File: src/rtl/capsense_pkg.sv
// Shared types and constants for the capacitive-button event stage.
package capsense_pkg;

  // Event type codes as they appear on ev_type_o (3 is never produced).
  localparam logic [1:0] EV_PRESS   = 2'd0;
  localparam logic [1:0] EV_RELEASE = 2'd1;
  localparam logic [1:0] EV_LONG    = 2'd2;

  // Per-button debounce FSM states.
  typedef enum logic [2:0] {
    ST_IDLE  = 3'd0,
    ST_PDEB  = 3'd1,
    ST_HELD  = 3'd2,
    ST_LHELD = 3'd3,
    ST_RDEB  = 3'd4
  } btn_state_t;

  // Width of a button index; a single button still needs one bit.
  function automatic int unsigned btn_w(input int unsigned n);
    if (n > 1) return int'($clog2(n));
    else       return 1;
  endfunction

endpackage

File: src/rtl/capsense_evfifo.sv
// Small synchronous event FIFO; push and pop may coincide, even when full.
module capsense_evfifo #(
  parameter int unsigned W     = 4,
  parameter int unsigned DEPTH = 4
) (
  input  logic         clk_i,
  input  logic         rst_i,
  input  logic         push_i,
  input  logic [W-1:0] din_i,
  input  logic         pop_i,
  output logic [W-1:0] dout_o,
  output logic         full_o,
  output logic         empty_o
);

  localparam int unsigned AW = $clog2(DEPTH);

  logic [W-1:0]  r_mem [DEPTH];
  logic [AW-1:0] r_wr;
  logic [AW-1:0] r_rd;
  logic [AW:0]   r_cnt;
  logic          w_push;
  logic          w_pop;

  assign empty_o = (r_cnt == '0);
  assign full_o  = (r_cnt == (AW+1)'(DEPTH));
  assign w_pop   = pop_i && !empty_o;
  assign w_push  = push_i && (!full_o || w_pop);
  assign dout_o  = r_mem[r_rd];

  // Storage, pointers and occupancy count.
  always_ff @(posedge clk_i) begin
    if (rst_i) begin
      r_mem <= '{default: '0};
      r_wr  <= '0;
      r_rd  <= '0;
      r_cnt <= '0;
    end else begin
      if (w_push) begin
        r_mem[r_wr] <= din_i;
        r_wr        <= r_wr + AW'(1);
      end
      if (w_pop) r_rd <= r_rd + AW'(1);
      case ({w_push, w_pop})
        2'b10:   r_cnt <= r_cnt + (AW+1)'(1);
        2'b01:   r_cnt <= r_cnt - (AW+1)'(1);
        default: ;
      endcase
    end
  end

endmodule

File: src/rtl/capsense_events.sv
// Per-button debounce, press/release/long-press detection and event queueing.
module capsense_events
  import capsense_pkg::*;
#(
  parameter int unsigned N     = 4,
  parameter int unsigned DEB   = 3,
  parameter int unsigned LONG  = 12,
  parameter int unsigned DEPTH = 4
) (
  input  logic                  clk_i,
  input  logic                  rst_i,
  input  logic [N-1:0]          buttons_i,
  input  logic                  sample_i,
  output logic [N-1:0]          state_o,
  output logic                  ev_valid_o,
  input  logic                  ev_ready_i,
  output logic [btn_w(N)-1:0]   ev_btn_o,
  output logic [1:0]            ev_type_o,
  output logic                  ovf_o,
  input  logic                  clr_ovf_i
);

  localparam int unsigned BW = btn_w(N);
  localparam int unsigned W  = BW + 2;

  logic [N-1:0][2:0] w_raise;
  logic [N-1:0][2:0] r_pend;
  logic [N-1:0][2:0] w_clr;
  logic [N-1:0][2:0] w_pend_nxt;
  logic              w_drop;
  logic              w_any;
  logic [BW-1:0]     w_sel_btn;
  logic [1:0]        w_sel_type;
  logic              w_push;
  logic              w_pop;
  logic              w_full;
  logic              w_empty;
  logic [W-1:0]      w_head;
  logic              r_ovf;

  for (genvar gi = 0; gi < int'(N); gi++) begin : g_btn
    btn_state_t r_st;
    btn_state_t r_ret;
    logic [3:0] r_deb;
    logic [7:0] r_hold;
    logic       r_held;
    logic       w_r;
    logic       w_deb_hit;
    logic       w_hold_hit;
    logic [2:0] w_rs;

    assign w_r        = buttons_i[gi];
    assign w_deb_hit  = (r_deb + 4'd1) == 4'(DEB);
    assign w_hold_hit = (r_hold + 8'd1) == 8'(LONG - DEB);
    assign w_raise[gi] = w_rs;
    assign state_o[gi] = r_held;

    // Decode which event this sample raises; a dip sample that returns to HELD counts toward LONG.
    always_comb begin
      w_rs = '0;
      if (sample_i) begin
        case (r_st)
          ST_IDLE:  w_rs[EV_PRESS] = w_r && (DEB == 1);
          ST_PDEB:  w_rs[EV_PRESS] = w_r && w_deb_hit;
          ST_HELD: begin
            w_rs[EV_LONG]    = w_r && w_hold_hit;
            w_rs[EV_RELEASE] = !w_r && (DEB == 1);
          end
          ST_LHELD: w_rs[EV_RELEASE] = !w_r && (DEB == 1);
          ST_RDEB: begin
            w_rs[EV_LONG]    = w_r && (r_ret == ST_HELD) && w_hold_hit;
            w_rs[EV_RELEASE] = !w_r && w_deb_hit;
          end
          default: ;
        endcase
      end
    end

    // Debounce FSM with its counters and the registered debounced state.
    always_ff @(posedge clk_i) begin
      if (rst_i) begin
        r_st   <= ST_IDLE;
        r_ret  <= ST_IDLE;
        r_deb  <= '0;
        r_hold <= '0;
        r_held <= 1'b0;
      end else if (sample_i) begin
        case (r_st)
          ST_IDLE: if (w_r) begin
            if (DEB == 1) begin
              r_st   <= ST_HELD;
              r_hold <= '0;
              r_held <= 1'b1;
            end else begin
              r_st  <= ST_PDEB;
              r_deb <= 4'd1;
            end
          end
          ST_PDEB: begin
            if (!w_r) begin
              r_st  <= ST_IDLE;
              r_deb <= '0;
            end else if (w_deb_hit) begin
              r_st   <= ST_HELD;
              r_hold <= '0;
              r_held <= 1'b1;
            end else begin
              r_deb <= r_deb + 4'd1;
            end
          end
          ST_HELD, ST_LHELD: begin
            if (w_r) begin
              if (r_st == ST_HELD) begin
                r_hold <= r_hold + 8'd1;
                if (w_hold_hit) r_st <= ST_LHELD;
              end
            end else if (DEB == 1) begin
              r_st   <= ST_IDLE;
              r_held <= 1'b0;
            end else begin
              r_st  <= ST_RDEB;
              r_deb <= 4'd1;
              r_ret <= r_st;
            end
          end
          ST_RDEB: begin
            if (w_r) begin
              r_st <= r_ret;
              if (r_ret == ST_HELD) begin
                r_hold <= r_hold + 8'd1;
                if (w_hold_hit) r_st <= ST_LHELD;
              end
            end else if (w_deb_hit) begin
              r_st   <= ST_IDLE;
              r_deb  <= '0;
              r_held <= 1'b0;
            end else begin
              r_deb <= r_deb + 4'd1;
            end
          end
          default: r_st <= ST_IDLE;
        endcase
      end
    end
  end

  // Priority pick: lowest button first, then PRESS, LONG, RELEASE within a button.
  always_comb begin
    w_any      = 1'b0;
    w_sel_btn  = '0;
    w_sel_type = EV_PRESS;
    for (int i = int'(N) - 1; i >= 0; i--) begin
      if (|r_pend[i]) begin
        w_any     = 1'b1;
        w_sel_btn = BW'(i);
        if (r_pend[i][EV_PRESS])     w_sel_type = EV_PRESS;
        else if (r_pend[i][EV_LONG]) w_sel_type = EV_LONG;
        else                         w_sel_type = EV_RELEASE;
      end
    end
  end

  assign w_pop  = !w_empty && ev_ready_i;
  assign w_push = w_any && (!w_full || w_pop);

  // Next pending flags: a new raise wins over a same-cycle push-clear; a raise onto a held flag is lost.
  always_comb begin
    w_clr = '0;
    if (w_push) w_clr[w_sel_btn][w_sel_type] = 1'b1;
    w_pend_nxt = w_raise | (r_pend & ~w_clr);
    w_drop     = |(w_raise & r_pend & ~w_clr);
  end

  // Pending flags and sticky overflow (set beats clear).
  always_ff @(posedge clk_i) begin
    if (rst_i) begin
      r_pend <= '0;
      r_ovf  <= 1'b0;
    end else begin
      r_pend <= w_pend_nxt;
      r_ovf  <= w_drop || (r_ovf && !clr_ovf_i);
    end
  end

  capsense_evfifo #(
    .W     (W),
    .DEPTH (DEPTH)
  ) u_fifo (
    .clk_i   (clk_i),
    .rst_i   (rst_i),
    .push_i  (w_push),
    .din_i   ({w_sel_btn, w_sel_type}),
    .pop_i   (w_pop),
    .dout_o  (w_head),
    .full_o  (w_full),
    .empty_o (w_empty)
  );

  assign ev_valid_o = !w_empty;
  assign ev_btn_o   = w_head[W-1:2];
  assign ev_type_o  = w_head[1:0];
  assign ovf_o      = r_ovf;

endmodule

File: config.mk
export PLATFORM = sky130hd
export DESIGN_NAME = capsense_events
export DESIGN_NICKNAME = d
export VERILOG_FILES = /design/src/rtl/capsense_pkg.sv /design/src/rtl/capsense_evfifo.sv /design/src/rtl/capsense_events.sv
export SDC_FILE = /design/constraint.sdc
export NUM_CORES = 1
export LEC_CHECK = 0
export ABC_CLOCK_PERIOD_IN_PS = 2600
export CAP_MARGIN = 20
export CORE_MARGIN = 4
export CORE_UTILIZATION = 50
export DETAILED_ROUTE_END_ITERATION = 7
export PLACE_DENSITY = 0.69
export SKIP_LAST_GASP = 1
export SYNTH_ARGS = -nofsm -noshare
export SYNTH_HDL_FRONTEND = slang
export SYNTH_HIERARCHICAL = 1
export SYNTH_SLANG_ARGS = --single-unit
File: constraint.sdc
create_clock -name clk_i -period 2.6 [get_ports clk_i]
set_input_delay 0.26 -clock clk_i [delete_from_list [all_inputs] [get_ports clk_i]]
set_output_delay 0.26 -clock clk_i [all_outputs]
set_load 0.05 [all_outputs]
# After elaboration in Yosys (flattened, before gate mapping)
# Index checks and enable logic that the tools add are counted.
[word_totals] regBits=112 in_bits=9 output_inout_bits=10 elab_cells=406
[classes] magnitude_cmp=7 muxes=168 n_eq_ne=91 reduce_logical=85 n_bitwise=11 n_addsub=12
[op_table] operator="8-bit two-way mux" count=24
[op_table] operator="3-bit two-way mux" count=45
[op_table] operator="4-bit two-way mux" count=27
[op_table] operator="8-bit case mux with 3 select lines" count=4
[op_table] operator="2-bit inequality test, second input constant" count=40
[op_table] operator="6-bit AND reduction" count=12
[op_table] operator="4-bit case mux with 4 select lines" count=4
[op_table] operator="3-bit inequality test, second input constant" count=20
[op_table] operator="3-bit case mux with 4 select lines" count=4
[op_table] operator="12-bit AND" count=3
[op_table] operator="3-bit by 2-bit == test with 1-bit output, second input constant" count=12
[op_table] operator="8-bit by 1-bit adder with 8-bit output, second input constant" count=4
[op_table] operator="8-bit by 4-bit == test with 1-bit output, second input constant" count=4
[op_table] operator="2-bit two-way mux" count=16
[op_table] operator="8-bit AND reduction" count=4
[op_table] operator="1-bit two-way mux" count=29
[op_table] operator="1-bit logical AND" count=28
[op_table] operator="4-bit by 1-bit adder with 4-bit output, second input constant" count=4
[op_table] operator="16-bit bitwise mux" count=1
[op_table] operator="4-bit by 2-bit == test with 1-bit output, second input constant" count=4
[op_table] operator="1-bit case mux with 2 select lines" count=8
[op_table] operator="4-bit nonzero test" count=4
[op_table] operator="3-bit == test, second input constant" count=5
[op_table] operator="3-bit logical NOT" count=5
[op_table] operator="28 further kinds" count=63

# Depth between registers and ports, before layout
[depth] depth_word=17 depth_mapped=11

# Cells and area by module
# Netlist, hierarchy kept.
[modules_own_cells] mod="capsense_events" area_per_inst_um2=5699.2 cells_per_inst=764 n_inst=1 seq_area_each_um2=1781.7
[modules_own_cells] mod="capsense_evfifo" area_per_inst_um2=1139.8 cells_per_inst=109 n_inst=1 seq_area_each_um2=460.4

# Worst setup path before layout
# No wires, ideal clock.
[synth_path] path_type="register to register" from="register u_fifo.r_cnt[2]" to="register u_fifo.r_cnt[1]" arrival_time_ns=2.535 setup_time_ns=0.095 stages_incl_launch_ff=11 path_slack_ns=-0.030 t_required_ns=2.505 path_cell_list="dfxtp_1 nor3_1 nor2b_1 nor2_1 a21oi_1 buf_2 nand2b_1 fa_1 nor2_1 o211ai_1 a221oi_1"
[synth_between] elab_chain_len=8 elab_cells_between_ends=14 cone_classes="eq/ne (3); mux (1); reduce/logical (10)"
[synth_rtl] element="from (decl)" line="capsense_evfifo.sv:21" source="logic [AW:0] r_cnt;"
[synth_rtl] element="from (signal assigned)" line="capsense_evfifo.sv:45" source="2'b10: r_cnt <= r_cnt + (AW+1)'(1);"
[synth_rtl] element="from (signal assigned)" line="capsense_evfifo.sv:46" source="2'b01: r_cnt <= r_cnt - (AW+1)'(1);"
[synth_rtl] element="3-bit logical NOT (*)" line="capsense_evfifo.sv:25" source="assign empty_o = (r_cnt == '0);"
[synth_rtl] element="net w_empty" line="capsense_events.sv:37" source="logic w_empty;"
[synth_rtl] element="1-bit logical NOT (*)" line="capsense_events.sv:163" source="assign w_pop = !w_empty && ev_ready_i;"
[synth_rtl] element="1-bit logical AND (*)" line="capsense_events.sv:163"
[synth_rtl] element="net w_pop" line="capsense_events.sv:35" source="logic w_pop;"
[synth_rtl] element="1-bit logical OR (*)" line="capsense_events.sv:164" source="assign w_push = w_any && (!w_full || w_pop);"
[synth_rtl] element="1-bit logical AND (*)" line="capsense_events.sv:164"
[synth_rtl] element="net w_push" line="capsense_events.sv:34" source="logic w_push;"
[synth_rtl] element="1-bit logical AND (*)" line="capsense_evfifo.sv:28" source="assign w_push = push_i && (!full_o || w_pop);"
[synth_rtl] element="2-bit by 1-bit == test with 1-bit output / 2-bit == test (equally long branches)" line="capsense_evfifo.sv:44" source="case ({w_push, w_pop})"
[synth_rtl] element="3-bit case mux with 2 select lines / 2-bit nonzero test (equally long branches)"
# Mark *: on every way through the listed nets, which the timed path passes. The rest lies on a longest branch.
# A chain may end at the register's enable or synchronous reset.

# Final worst setup path
[layout_path] from="register g_btn[2].r_deb[0]" to="register g_btn[2].r_deb[3]"
[layout_between] elab_chain_len=5 elab_cells_between_ends=9 cone_classes="add/sub (1); eq/ne (2); mux (5); reduce/logical (1)"
[layout_rtl] element="from (decl)" line="capsense_events.sv:44" source="logic [3:0] r_deb;"
[layout_rtl] element="from (signal assigned)" line="capsense_events.sv:108" source="r_deb <= r_deb + 4'd1;"
[layout_rtl] element="from (signal assigned)" line="capsense_events.sv:138" source="r_deb <= r_deb + 4'd1;"
[layout_rtl] element="4-bit by 1-bit adder with 4-bit output (*)" line="capsense_events.sv:53, capsense_events.sv:108, capsense_events.sv:138"
[layout_rtl] element="4-bit by 2-bit == test with 1-bit output" line="capsense_events.sv:53" source="assign w_deb_hit = (r_deb + 4'd1) == 4'(DEB);"
[layout_rtl] element="4-bit two-way mux" line="capsense_events.sv:133" source="end else if (w_deb_hit) begin"
[layout_rtl] element="4-bit two-way mux" line="capsense_events.sv:127" source="if (w_r) begin"
[layout_rtl] element="4-bit case mux with 4 select lines" line="capsense_events.sv:88" source="case (r_st)"
# Every way passes the cells marked *; elsewhere a longest branch is shown, timed or not. The select of a mux whose other input is x is not followed.

==> flow_results.org <==
** Run status
- The run finished with clean final reports.

** Die
- Row Count :: 42
- Once the floorplan was initialized, standard cells occupied 51.4% of the core.
- The die is 125 um tall.
- Pin placement for this block handled 19 I/O pins.
- Core area :: 13,300 um2
- The floorplan step set the die width to around 120 um.
- DIE AREA :: between 15,000 and 20,000 um2

** Synth
- Post-Syn Instances :: 873
- Flip-flop and latch count after synthesis :: roughly 110
- Average instance area after synthesis :: 7.83 um2
- Syn. warnings :: 6
- Yosys top cell area share :: about a third
- Post-synthesis cell type count :: between 80 and 90
- Sequential area share after synthesis :: 32.8%
- EDFF count, synth :: 0
- The number of nets in the synthesized netlist is 903.
- Share of flip-flops with an asynchronous set or reset :: 0%
- Top cells by area in the synthesized netlist :: sky130_fd_sc_hd__dfxtp_1, sky130_fd_sc_hd__nor2_1, sky130_fd_sc_hd__a21oi_1
- sky130_fd_sc_hd__dfxtp_1 takes more of the synthesized area than any other cell.
- The synthesized netlist occupies a cell area of 6840 um2.
- The most used flip-flop cell after synthesis is sky130_fd_sc_hd__dfxtp_1.

** Power and ir drop
- Peak VDD IR :: 0.423 mV
- Dividing total power by cell area gives a power density of roughly 450 nW/um2.
- Static leakage :: 2.70 nW

** Final layout
- Final standard cell area without fillers :: around 7600 um2
- Share of final-layout standard cells stronger than drive strength 1 :: roughly 8.6%
- Antenna diode instance count :: 0
- At the end of the flow, the number of nets in the layout was 911.
- Compared with the post-synthesis result, the final layout area differs by 10.7%.

** STA
- Summed over all failing endpoints, the final setup total negative slack is 0 ns.
- Setup violations remaining at the end of the flow were counted as 0.
- The worst path uses between 90% and 100% of the clock period.
- Max-slew violation count :: 0
- The final hold violation count was 0.
- Measured against its own limit, the worst slew margin works out to a little under half.
- Setup repair after global routing left no endpoint under its margin.
- At the pin with the least slew margin, the transition time is 0.800 ns.
- Fmax achieved :: 411 MHz
- Min cycle time layout :: 2.43 ns
- On the final layout, the worst clock skew is between 0.007 and 0.008 ns.

** Critical path
- Worst setup EP type :: flop
- Worst path arrival time :: 2.73 ns
- Critical-path cell with the highest stage delay :: sky130_fd_sc_hd__or4_1
- Critical Setup Path Class :: reg2reg
- For the worst setup path, the data required time is 2.90 ns.
- CP max stage delay :: 0.53 ns
- Gate family responsible for the most delay along the worst path :: simple AND/OR/NAND/NOR gates
- Counting both buffers and inverters, the worst setup path holds a total of 1.
- CP Launch Type :: flop
- Highest fanout seen on the critical path :: 8
- Cell Chain, Critical Path :: inv_1 > ha_1 > or4b_2 > o31ai_2 > and3_4 > a2111oi_4 > o21ai_4 > or4_1 > a21oi_1

** Drt
- The routed design has between 15,000 and 20,000 um of wire.
- Routed wire length per instance :: 15.0 um
- The detailed router finished its first iteration with 610 violations.
- Vias per cell :: 6.00
- The first TritonRoute pass finished after 5 iterations.
- After detailed routing, the number of remaining DRC violations is 0.
- Via count :: 6,368
- The count of nets left with antenna violations once routing finished came out at 0.

** CTS
- The later pin in the worst-skew pair is clocked with a latency of 0.36 ns.
- # H-tree levels :: 3
- The root buffer cell chosen for the clock tree is sky130_fd_sc_hd__clkbuf_16.
- Clock buffer depth :: 2
- Count of hold-fix buffers inserted at cts :: 0
- For this design, the sink count on the clock tree is 112.
- TritonCTS built the clock tree.
- Clock-pin slew was measured on the worst setup and hold paths at around 0.07 ns.
- Inserted Clock Buffers :: 9

** Run
- The tool flagged a number of max-cap violations equal to 0.

** Placement
- DP Wirelength :: 11,300 um
- The congestion estimate from routability-driven global placement came to slightly above 0.9.
- Summing all placed instances gives a cell area of between 7000 and 8000 um2.
- In this run the tool buffered the top-level ports with 18 buffer cells.

** GRT
- Total routing usage reported by global routing :: 21.0%
- Entering global routing, the biggest net connects 65 pins.
- Number of antenna violations at the first check in global routing :: 0
- The first global-routing pass estimated 28,200 um of wire.
- The number of global-route vias before repair was 6,130.
- Sum of overflow across all layers after global routing :: 0

** Hold path
- Class of the worst hold path :: in2reg
worst paths after layout:
check	from	end	slack, ns	cells after the start
max reg2reg	g_btn[2].r_deb[0]$_SDFFE_PP0P_	g_btn[2].r_deb[3]$_SDFFE_PP0P_	0.17	9
min reg2reg	u_fifo/r_mem[8]$_SDFFE_PP0P_	u_fifo/r_mem[8]$_SDFFE_PP0P_	0.49	2
max	g_btn[2].r_deb[0]$_SDFFE_PP0P_	g_btn[2].r_deb[3]$_SDFFE_PP0P_	0.17	9
min	rst_i	g_btn[2].r_ret[0]$_SDFFE_PP0P_	0.36	2
final cells by class:
cell class	instances	area [um2]
multi-input combinational	675	4270
sequential	112	2240
timing repair buffer	46	400
clock inverter	3	40.0
clock buffer	13	260
inverter	37	139
tap	176	220
fill	1246	5730
power by group:
part | switching, W | total [W] | internal [W]
Clock | 0.000627 | 0.00143 | 0.000798
Sequential | 0.0000370 | 0.00177 | 0.00173
Combinational | 0.000150 | 0.000243 | 0.0000929
synthesized netlist by cell type, types with 6 or more instances:
library cell / instances
sky130_fd_sc_hd__and3_1: 10
sky130_fd_sc_hd__a311oi_1: 14
sky130_fd_sc_hd__a22oi_1: 6
sky130_fd_sc_hd__nor2b_1: 18
sky130_fd_sc_hd__a32o_1: 6
sky130_fd_sc_hd__nand2_1: 65
sky130_fd_sc_hd__nand4_1: 11
sky130_fd_sc_hd__nor3_1: 28
sky130_fd_sc_hd__or3_1: 6
sky130_fd_sc_hd__a31oi_1: 17
sky130_fd_sc_hd__nor3b_1: 12
sky130_fd_sc_hd__nor4_1: 6
sky130_fd_sc_hd__nor2_1: 120
sky130_fd_sc_hd__inv_1: 36
sky130_fd_sc_hd__a211oi_1: 7
sky130_fd_sc_hd__ha_1: 20
sky130_fd_sc_hd__xnor2_1: 7
sky130_fd_sc_hd__mux2i_1: 18
sky130_fd_sc_hd__nand2b_1: 20
sky130_fd_sc_hd__a21oi_1: 63
sky130_fd_sc_hd__o21ai_0: 53
sky130_fd_sc_hd__nand3_1: 34
sky130_fd_sc_hd__clkbuf_1: 38
sky130_fd_sc_hd__dfxtp_1: 112
sky130_fd_sc_hd__or4_1: 7
sky130_fd_sc_hd__o22ai_1: 6
layer usage:
metal  global-route usage [%]  vias to the layer above  part of all wire [%]
li1                         -                     3211                     -
met5                        0                        -                     0
met1                     27.3                     2990                    46
met4                     6.44                        0                   1.9
met2                     34.9                      143                    48
met3                     4.69                       24                   4.3
metrics by stage:
stage	cells	total power, W	util, %	setup slack [ns]	hold slack (ns)
CTS	1062	0.00347	56.8	0.0935	0.352
finish	1062	0.00343	56.9	0.169	0.364
global route	1062	0.00359	56.9	0.00412	0.383
detailed placement	1046	0.00205	54.6	0.0923	0.480
floorplan	873	0.00197	-	0.0944	0.333
global placement	1046	0.00204	54.6	0.240	0.468
flip-flops by register name, summed over array words and instances (netlist names), 3 cells and up:
register,flops
g_btn.r_ret,12
u_fifo/r_mem,16
r_pend,12
g_btn.r_st,12
g_btn.r_held,4
u_fifo/r_cnt,3
g_btn.r_deb,16
g_btn.r_hold,32
what timing repair did:
item                       CTS  global route
setup endpoints to repair    0            13
setup buffers                0             0
resized for setup            0             3
layout by cell type (no fill, tap or decap), types with 6 or more instances in the layout:
| cell type | instances |
|---|---|
| sky130_fd_sc_hd__a311oi_1 | 14 |
| sky130_fd_sc_hd__ha_1 | 20 |
| sky130_fd_sc_hd__nor2_1 | 120 |
| sky130_fd_sc_hd__nor3b_1 | 12 |
| sky130_fd_sc_hd__or4_1 | 7 |
| sky130_fd_sc_hd__inv_1 | 36 |
| sky130_fd_sc_hd__mux2i_1 | 18 |
| sky130_fd_sc_hd__a21oi_1 | 63 |
| sky130_fd_sc_hd__nand2b_1 | 20 |
| sky130_fd_sc_hd__nor4_1 | 6 |
| sky130_fd_sc_hd__nor3_1 | 28 |
| sky130_fd_sc_hd__nor2b_1 | 17 |
| sky130_fd_sc_hd__nand4_1 | 11 |
| sky130_fd_sc_hd__a31oi_1 | 17 |
| sky130_fd_sc_hd__buf_4 | 28 |
| sky130_fd_sc_hd__a32o_1 | 6 |
| sky130_fd_sc_hd__nand3_1 | 33 |
| sky130_fd_sc_hd__o22ai_1 | 6 |
| sky130_fd_sc_hd__o21ai_0 | 53 |
| sky130_fd_sc_hd__a211oi_1 | 7 |
| sky130_fd_sc_hd__clkbuf_16 | 9 |
| sky130_fd_sc_hd__nand2_1 | 65 |
| sky130_fd_sc_hd__and3_1 | 10 |
| sky130_fd_sc_hd__a22oi_1 | 6 |
| sky130_fd_sc_hd__dfxtp_1 | 111 |
| sky130_fd_sc_hd__xnor2_1 | 7 |
| sky130_fd_sc_hd__or3_1 | 6 |
| sky130_fd_sc_hd__clkdlybuf4s50_1 | 17 |
logic make-up (layout without fill, tap and decap cells):
logic type / after synthesis / count (layout) / share of synthesized area, %
xor+xnor: 12 / 12 / 1.54
compound gates: 243 / 243 / 24.3
buf+inv: 86 / 99 / 5.05
simple gates: 375 / 375 / 28.0
flops: 112 / 112 / 32.8
fa+ha+maj: 21 / 21 / 3.95
mux: 24 / 24 / 4.34
Power figures use the tool's default switching activity.
==> RTL change 1: new RTL, config.mk and constraints unchanged <==
The 5 states of `btn_state_t` get a Gray code encoding in 3 bits.
--- a/src/rtl/capsense_pkg.sv
+++ b/src/rtl/capsense_pkg.sv
@@ -10,7 +10,7 @@
   typedef enum logic [2:0] {
-    ST_IDLE  = 3'd0,
-    ST_PDEB  = 3'd1,
-    ST_HELD  = 3'd2,
-    ST_LHELD = 3'd3,
-    ST_RDEB  = 3'd4
+    ST_IDLE  = 3'b000,
+    ST_PDEB  = 3'b001,
+    ST_HELD  = 3'b011,
+    ST_LHELD = 3'b010,
+    ST_RDEB  = 3'b110
   } btn_state_t;
Behaviour: same outputs for any inputs over 4 cycles, from zero or initial values and one cycle with rst_i high; so few cycles prove little.
==> RTL change 1 against the original RTL <==
- setup slack improved by 20 ps
- maximum frequency increased by 0.81%
- synthesized cell count decreased by 0.80%
- count of clock-buffer cells in the layout decreased by 3
- critical path depth decreased by 1
- wire length decreased by 3.1%
- largest power group unchanged
- sequential cell count unchanged
- power decreased by 1.9%
- cell count decreased by 0.85%
- final area decreased by 1.2%
- synthesized area decreased by 0.88%
- clock power decreased by 3%
==> RTL change 1: results (changes against the original RTL) <==
metric;value;unit;change
cts_buffers;9;;unchanged
min_path_cells;2;;unchanged
synth_cell_types;82;;unchanged
met1Wirelength;7230;um;was 7360 um
clkSlewWorstSetupHoldPaths;70;ps;about the same
worst_ep_arrival_time;2660;ps;was 2730 ps
grt.total_usage;19.7;%;was 21.0%
min_from;rst_i;;unchanged
initial_core_util;51.2;%;was 51.4%
r2r_cells;8;;was 9
setup_tns;0;ps;unchanged
antenna_found_initial;0;;unchanged
n_antenna_cell;0;;unchanged
routed_wirelength;15500;um;was 15900 um
r2r-start;u_fifo/r_cnt[0];;was g_btn[2].r_deb[0]
rr_endpoint;u_fifo/r_cnt[2];;was g_btn[2].r_deb[3]
dp_cells;1037;;was 1046
cpLargestDelayFamily;simple AND/OR/NAND/NOR gates;;unchanged
drtIter0Drc;484;;was 610
r2r_setup_slack;190;ps;was 170 ps
clockRootBuffer;clkbuf_16;;unchanged
peakVddDrop;407;uV;was 423 uV
synth_fp_nets;896;;was 903
post-route-period-util;92.7;%;was 93.5%
worst_slew_pin_slew;630;ps;was 800 ps
synth-edff-count;0;;unchanged
min-delay-path-class;in -> reg;;unchanged
async_flop_share;0;%;unchanged
cp_max_fo;7;;was 8
synthTopCellsByArea;dfxtp_1, nor2_1, a21oi_1;;unchanged
outcome;finished, final reports clean;;unchanged
maxUsedRoutingLayer;met4;;unchanged
clock_skew;8.29;ps;was 7.61 ps
place_hpwl;10700;um;was 11300 um
ys_seq_area_share;33.1;%;was 32.8%
grt_max_degree;59;;was 65
vias;6277;;was 6368
portBuffers;18;;unchanged
p_leak;2.70;nW;about the same
synth_common_cells;dfxtp_1, nor2_1, nand2_1;;was nor2_1, dfxtp_1, nand2_1
reg_top3;g_btn.r_hold (32), g_btn.r_deb (16), u_fifo/r_mem (16);;unchanged
cp_slowest_stage_delay;400;ps;was 530 ps
dr.pass1.iters;5;;unchanged
place_ws;184;ps;was 92.3 ps
finalWeightedCongestion;0.863;;was 0.909
clk_latency;360;ps;about the same
crit_path_top_delay_cell;fa_1;;was or4_1
criticalPathCategory;reg -> reg;;unchanged
syn_inst;866;;was 873
cts_max_level;3;;unchanged
yosys_warnings;6;;unchanged
grt_first_pass_wirelength;26500;um;was 28200 um
routedWlPerCell;14.7;um;was 15.0 um
hold_end;g_btn[0].r_st[2];;was g_btn[2].r_ret[0]
post-cts-setup-buffers;0;;unchanged
dr_wl_met2;7320;um;was 7590 um
clock_path_buffers;2;;unchanged
grt_pass1_vias;5828;;was 6130
drive_gt1_share;7.75;%;was 8.58%
wl_met3;689;um;was 690 um
## RTL change 1: cell types whose count changed in the layout (fill, tap and decap cells not counted), moves of 7 or more
cell,change
nand2_1,+14
nor2_1,-14
a21oi_1,+10
or3_1,+10
nor3_1,-9
mux2i_1,+8
nand3_1,+8
buf_4,-7
## RTL change 1: kinds of logic (layout without fill, tap and decap cells)
group	after synthesis	count (layout)	synth area share, %
AOI/OAI and AO/OA	230	230	22.5
xor gates and xnor gates	8	8	1.03
adders and majority gates	21	21	3.99
DFF	112	112	33.1
buffers and inverters	83	94	5.04
muxes	33	33	5.72
and+or+nand+nor	379	379	28.6
## RTL change 1: repair_timing
item | 4_1_cts | 5_1_grt
gates resized for setup | 0 | 1
hold buffers | 0 | 0
setup endpoints to repair | 0 | 4
## RTL change 1: power breakdown
group / switching, W / total [W] / internal (W)
logic: 0.000129 / 0.000216 / 0.0000870
clock network: 0.000641 / 0.00139 / 0.000753
registers: 0.0000333 / 0.00176 / 0.00173
total: 0.000803 / 0.00337 / 0.00257
## RTL change 1: final cells by class
class	count	area, um^2
clock inverter	6	68.8
clock buffer	10	229
inverter	38	143
tap	176	220
timing repair buffer	40	368
fill	1235	5770
multi-input combinational	671	4210
sequential	112	2240
## RTL change 1: per-stage QoR
step,util (%),hold WS [ps],instance area [um^2]
2_1_floorplan,-,333,6780
3_3_place_gp,54.1,454,7170
3_5_place_dp,54.1,457,7170
4_1_cts,56.4,391,7470
5_1_grt,56.5,433,7480
6_report,56.5,404,7480
## RTL change 1: metal layers
metal | GRT usage, % | up-vias
met1 | 26.0 | 2941
met2 | 32.3 | 154
met5 | 0 | -
li1 | - | 3159
met4 | 5.74 | 0
met3 | 4.50 | 23
==> RTL change 2: new RTL, same settings <==
Made on the original files. Change the parameter `N` from 4 to 2.
--- a/src/rtl/capsense_events.sv
+++ b/src/rtl/capsense_events.sv
@@ -4,3 +4,3 @@
 #(
-  parameter int unsigned N     = 4,
+  parameter int unsigned N     = 2,
   parameter int unsigned DEB   = 3,
Interface: changed (resized buttons_i, ev_btn_o and state_o); port bits go from 19 to 14. The function was not compared with the original's and may differ.
==> RTL change 2 against the original RTL <==
- wire length decreased by 45%
- cell count fell by 41%
- largest power group is now clock
- setup slack got worse by 130 ps
- final area down 40%
- clock power down 24%
- critical endpoint is now u_fifo/r_cnt[2]
- power is 31% lower
- synthesized area fell by 42%
- sequential cell count down 48
==> RTL change 2: results (changes against the original RTL) <==
metric;value;unit;change
outcome;finished, final reports clean;;unchanged
synth_fp_nets;516;;was 903
drtIter0Drc;203;;was 610
clk_latency;340;ps;was 360 ps
reg_top3;g_btn.r_hold (16), u_fifo/r_mem (12), g_btn.r_deb (8);;was g_btn.r_hold (32), g_btn.r_deb (16), u_fifo/r_mem (16)
met1Wirelength;4110;um;was 7360 um
finalWeightedCongestion;0.851;;was 0.909
placed_cell_area;4290;um^2;was 7260 um^2
p_int;0.00177;W;was 0.00262 W
dp_cells;608;;was 1046
fillers;702;;was 1246
synthTopCellsByArea;dfxtp_1, nor2_1, a21oi_1;;unchanged
hold_end;u_fifo/r_rd[0];;was g_btn[2].r_ret[0]
multi_input_cells;377;;was 675
use_met2;31.6;%;was 34.9%
final_cells;624;;was 1062
hold_slack;392;ps;was 364 ps
met3_usage;3.97;%;was 4.69%
met1_usage;25.1;%;was 27.3%
syn_to_final_growth;14.7;%;was 10.7%
place_ws;-194;ps;was 92.3 ps
cp_max_fo;5;;was 8
synthMuxAreaShare;6.03;%;was 4.34%
nClkBuffers;10;;was 13
grt_max_degree;34;;was 65
clk_share;5.56;%;was 3.97%
nNonClkInverters;31;;was 37
buffer_area_share;6.22;%;was 5.29%
post-route-period-util;98.4;%;was 93.5%
worst_ep_arrival_time;2820;ps;was 2730 ps
dr_wl_met2;4150;um;was 7590 um
grt_pass1_vias;3386;;was 6130
final_net_count;538;;was 911
synth_xor_area_share;0.884;%;was 1.54%
synth_compound_area_share;23.0;%;was 24.3%
multi_input_area;2480;um^2;was 4270 um^2
grt_first_pass_wirelength;15400;um;was 28200 um
n_all_buffers;34;;was 46
r2r_setup_slack;40;ps;was 170 ps
portBuffers;13;;was 18
place_hpwl;6240;um;was 11300 um
-- RTL change 2: cell types whose count changed in the layout (fill, tap and decap cells not counted), moves of 9 or more --
cell	delta
a21oi_1	-26
a311oi_1	-9
a31oi_1	-11
clkbuf_16	-9
dfxtp_1	-49
nand2_1	-30
nand3_1	-14
nand4_1	-9
nor2_1	-60
nor2b_1	-12
nor3_1	-13
nor3b_1	-11
o21ai_0	-28
-- RTL change 2: critical path: stages, from the launching register on --
cell and delay [ps]:
dfxtp_4 370, nor3_4 200, nor2b_2 80, or4b_4 480, and2_4 180, inv_1 50, ha_2 180, inv_2 40
fa_2 330, xor2_1 150, or3_1 300, a21oi_1 130
-- RTL change 2: power by group through the flow --
stage               combinational, W  clock, W  sequential, W
global route                0.000294   0.00117        0.00103
finish                      0.000261   0.00108        0.00102
CTS                         0.000259   0.00111        0.00102
floorplan                   0.000205         0        0.00103
detailed placement          0.000258         0        0.00105
global placement            0.000255         0        0.00105
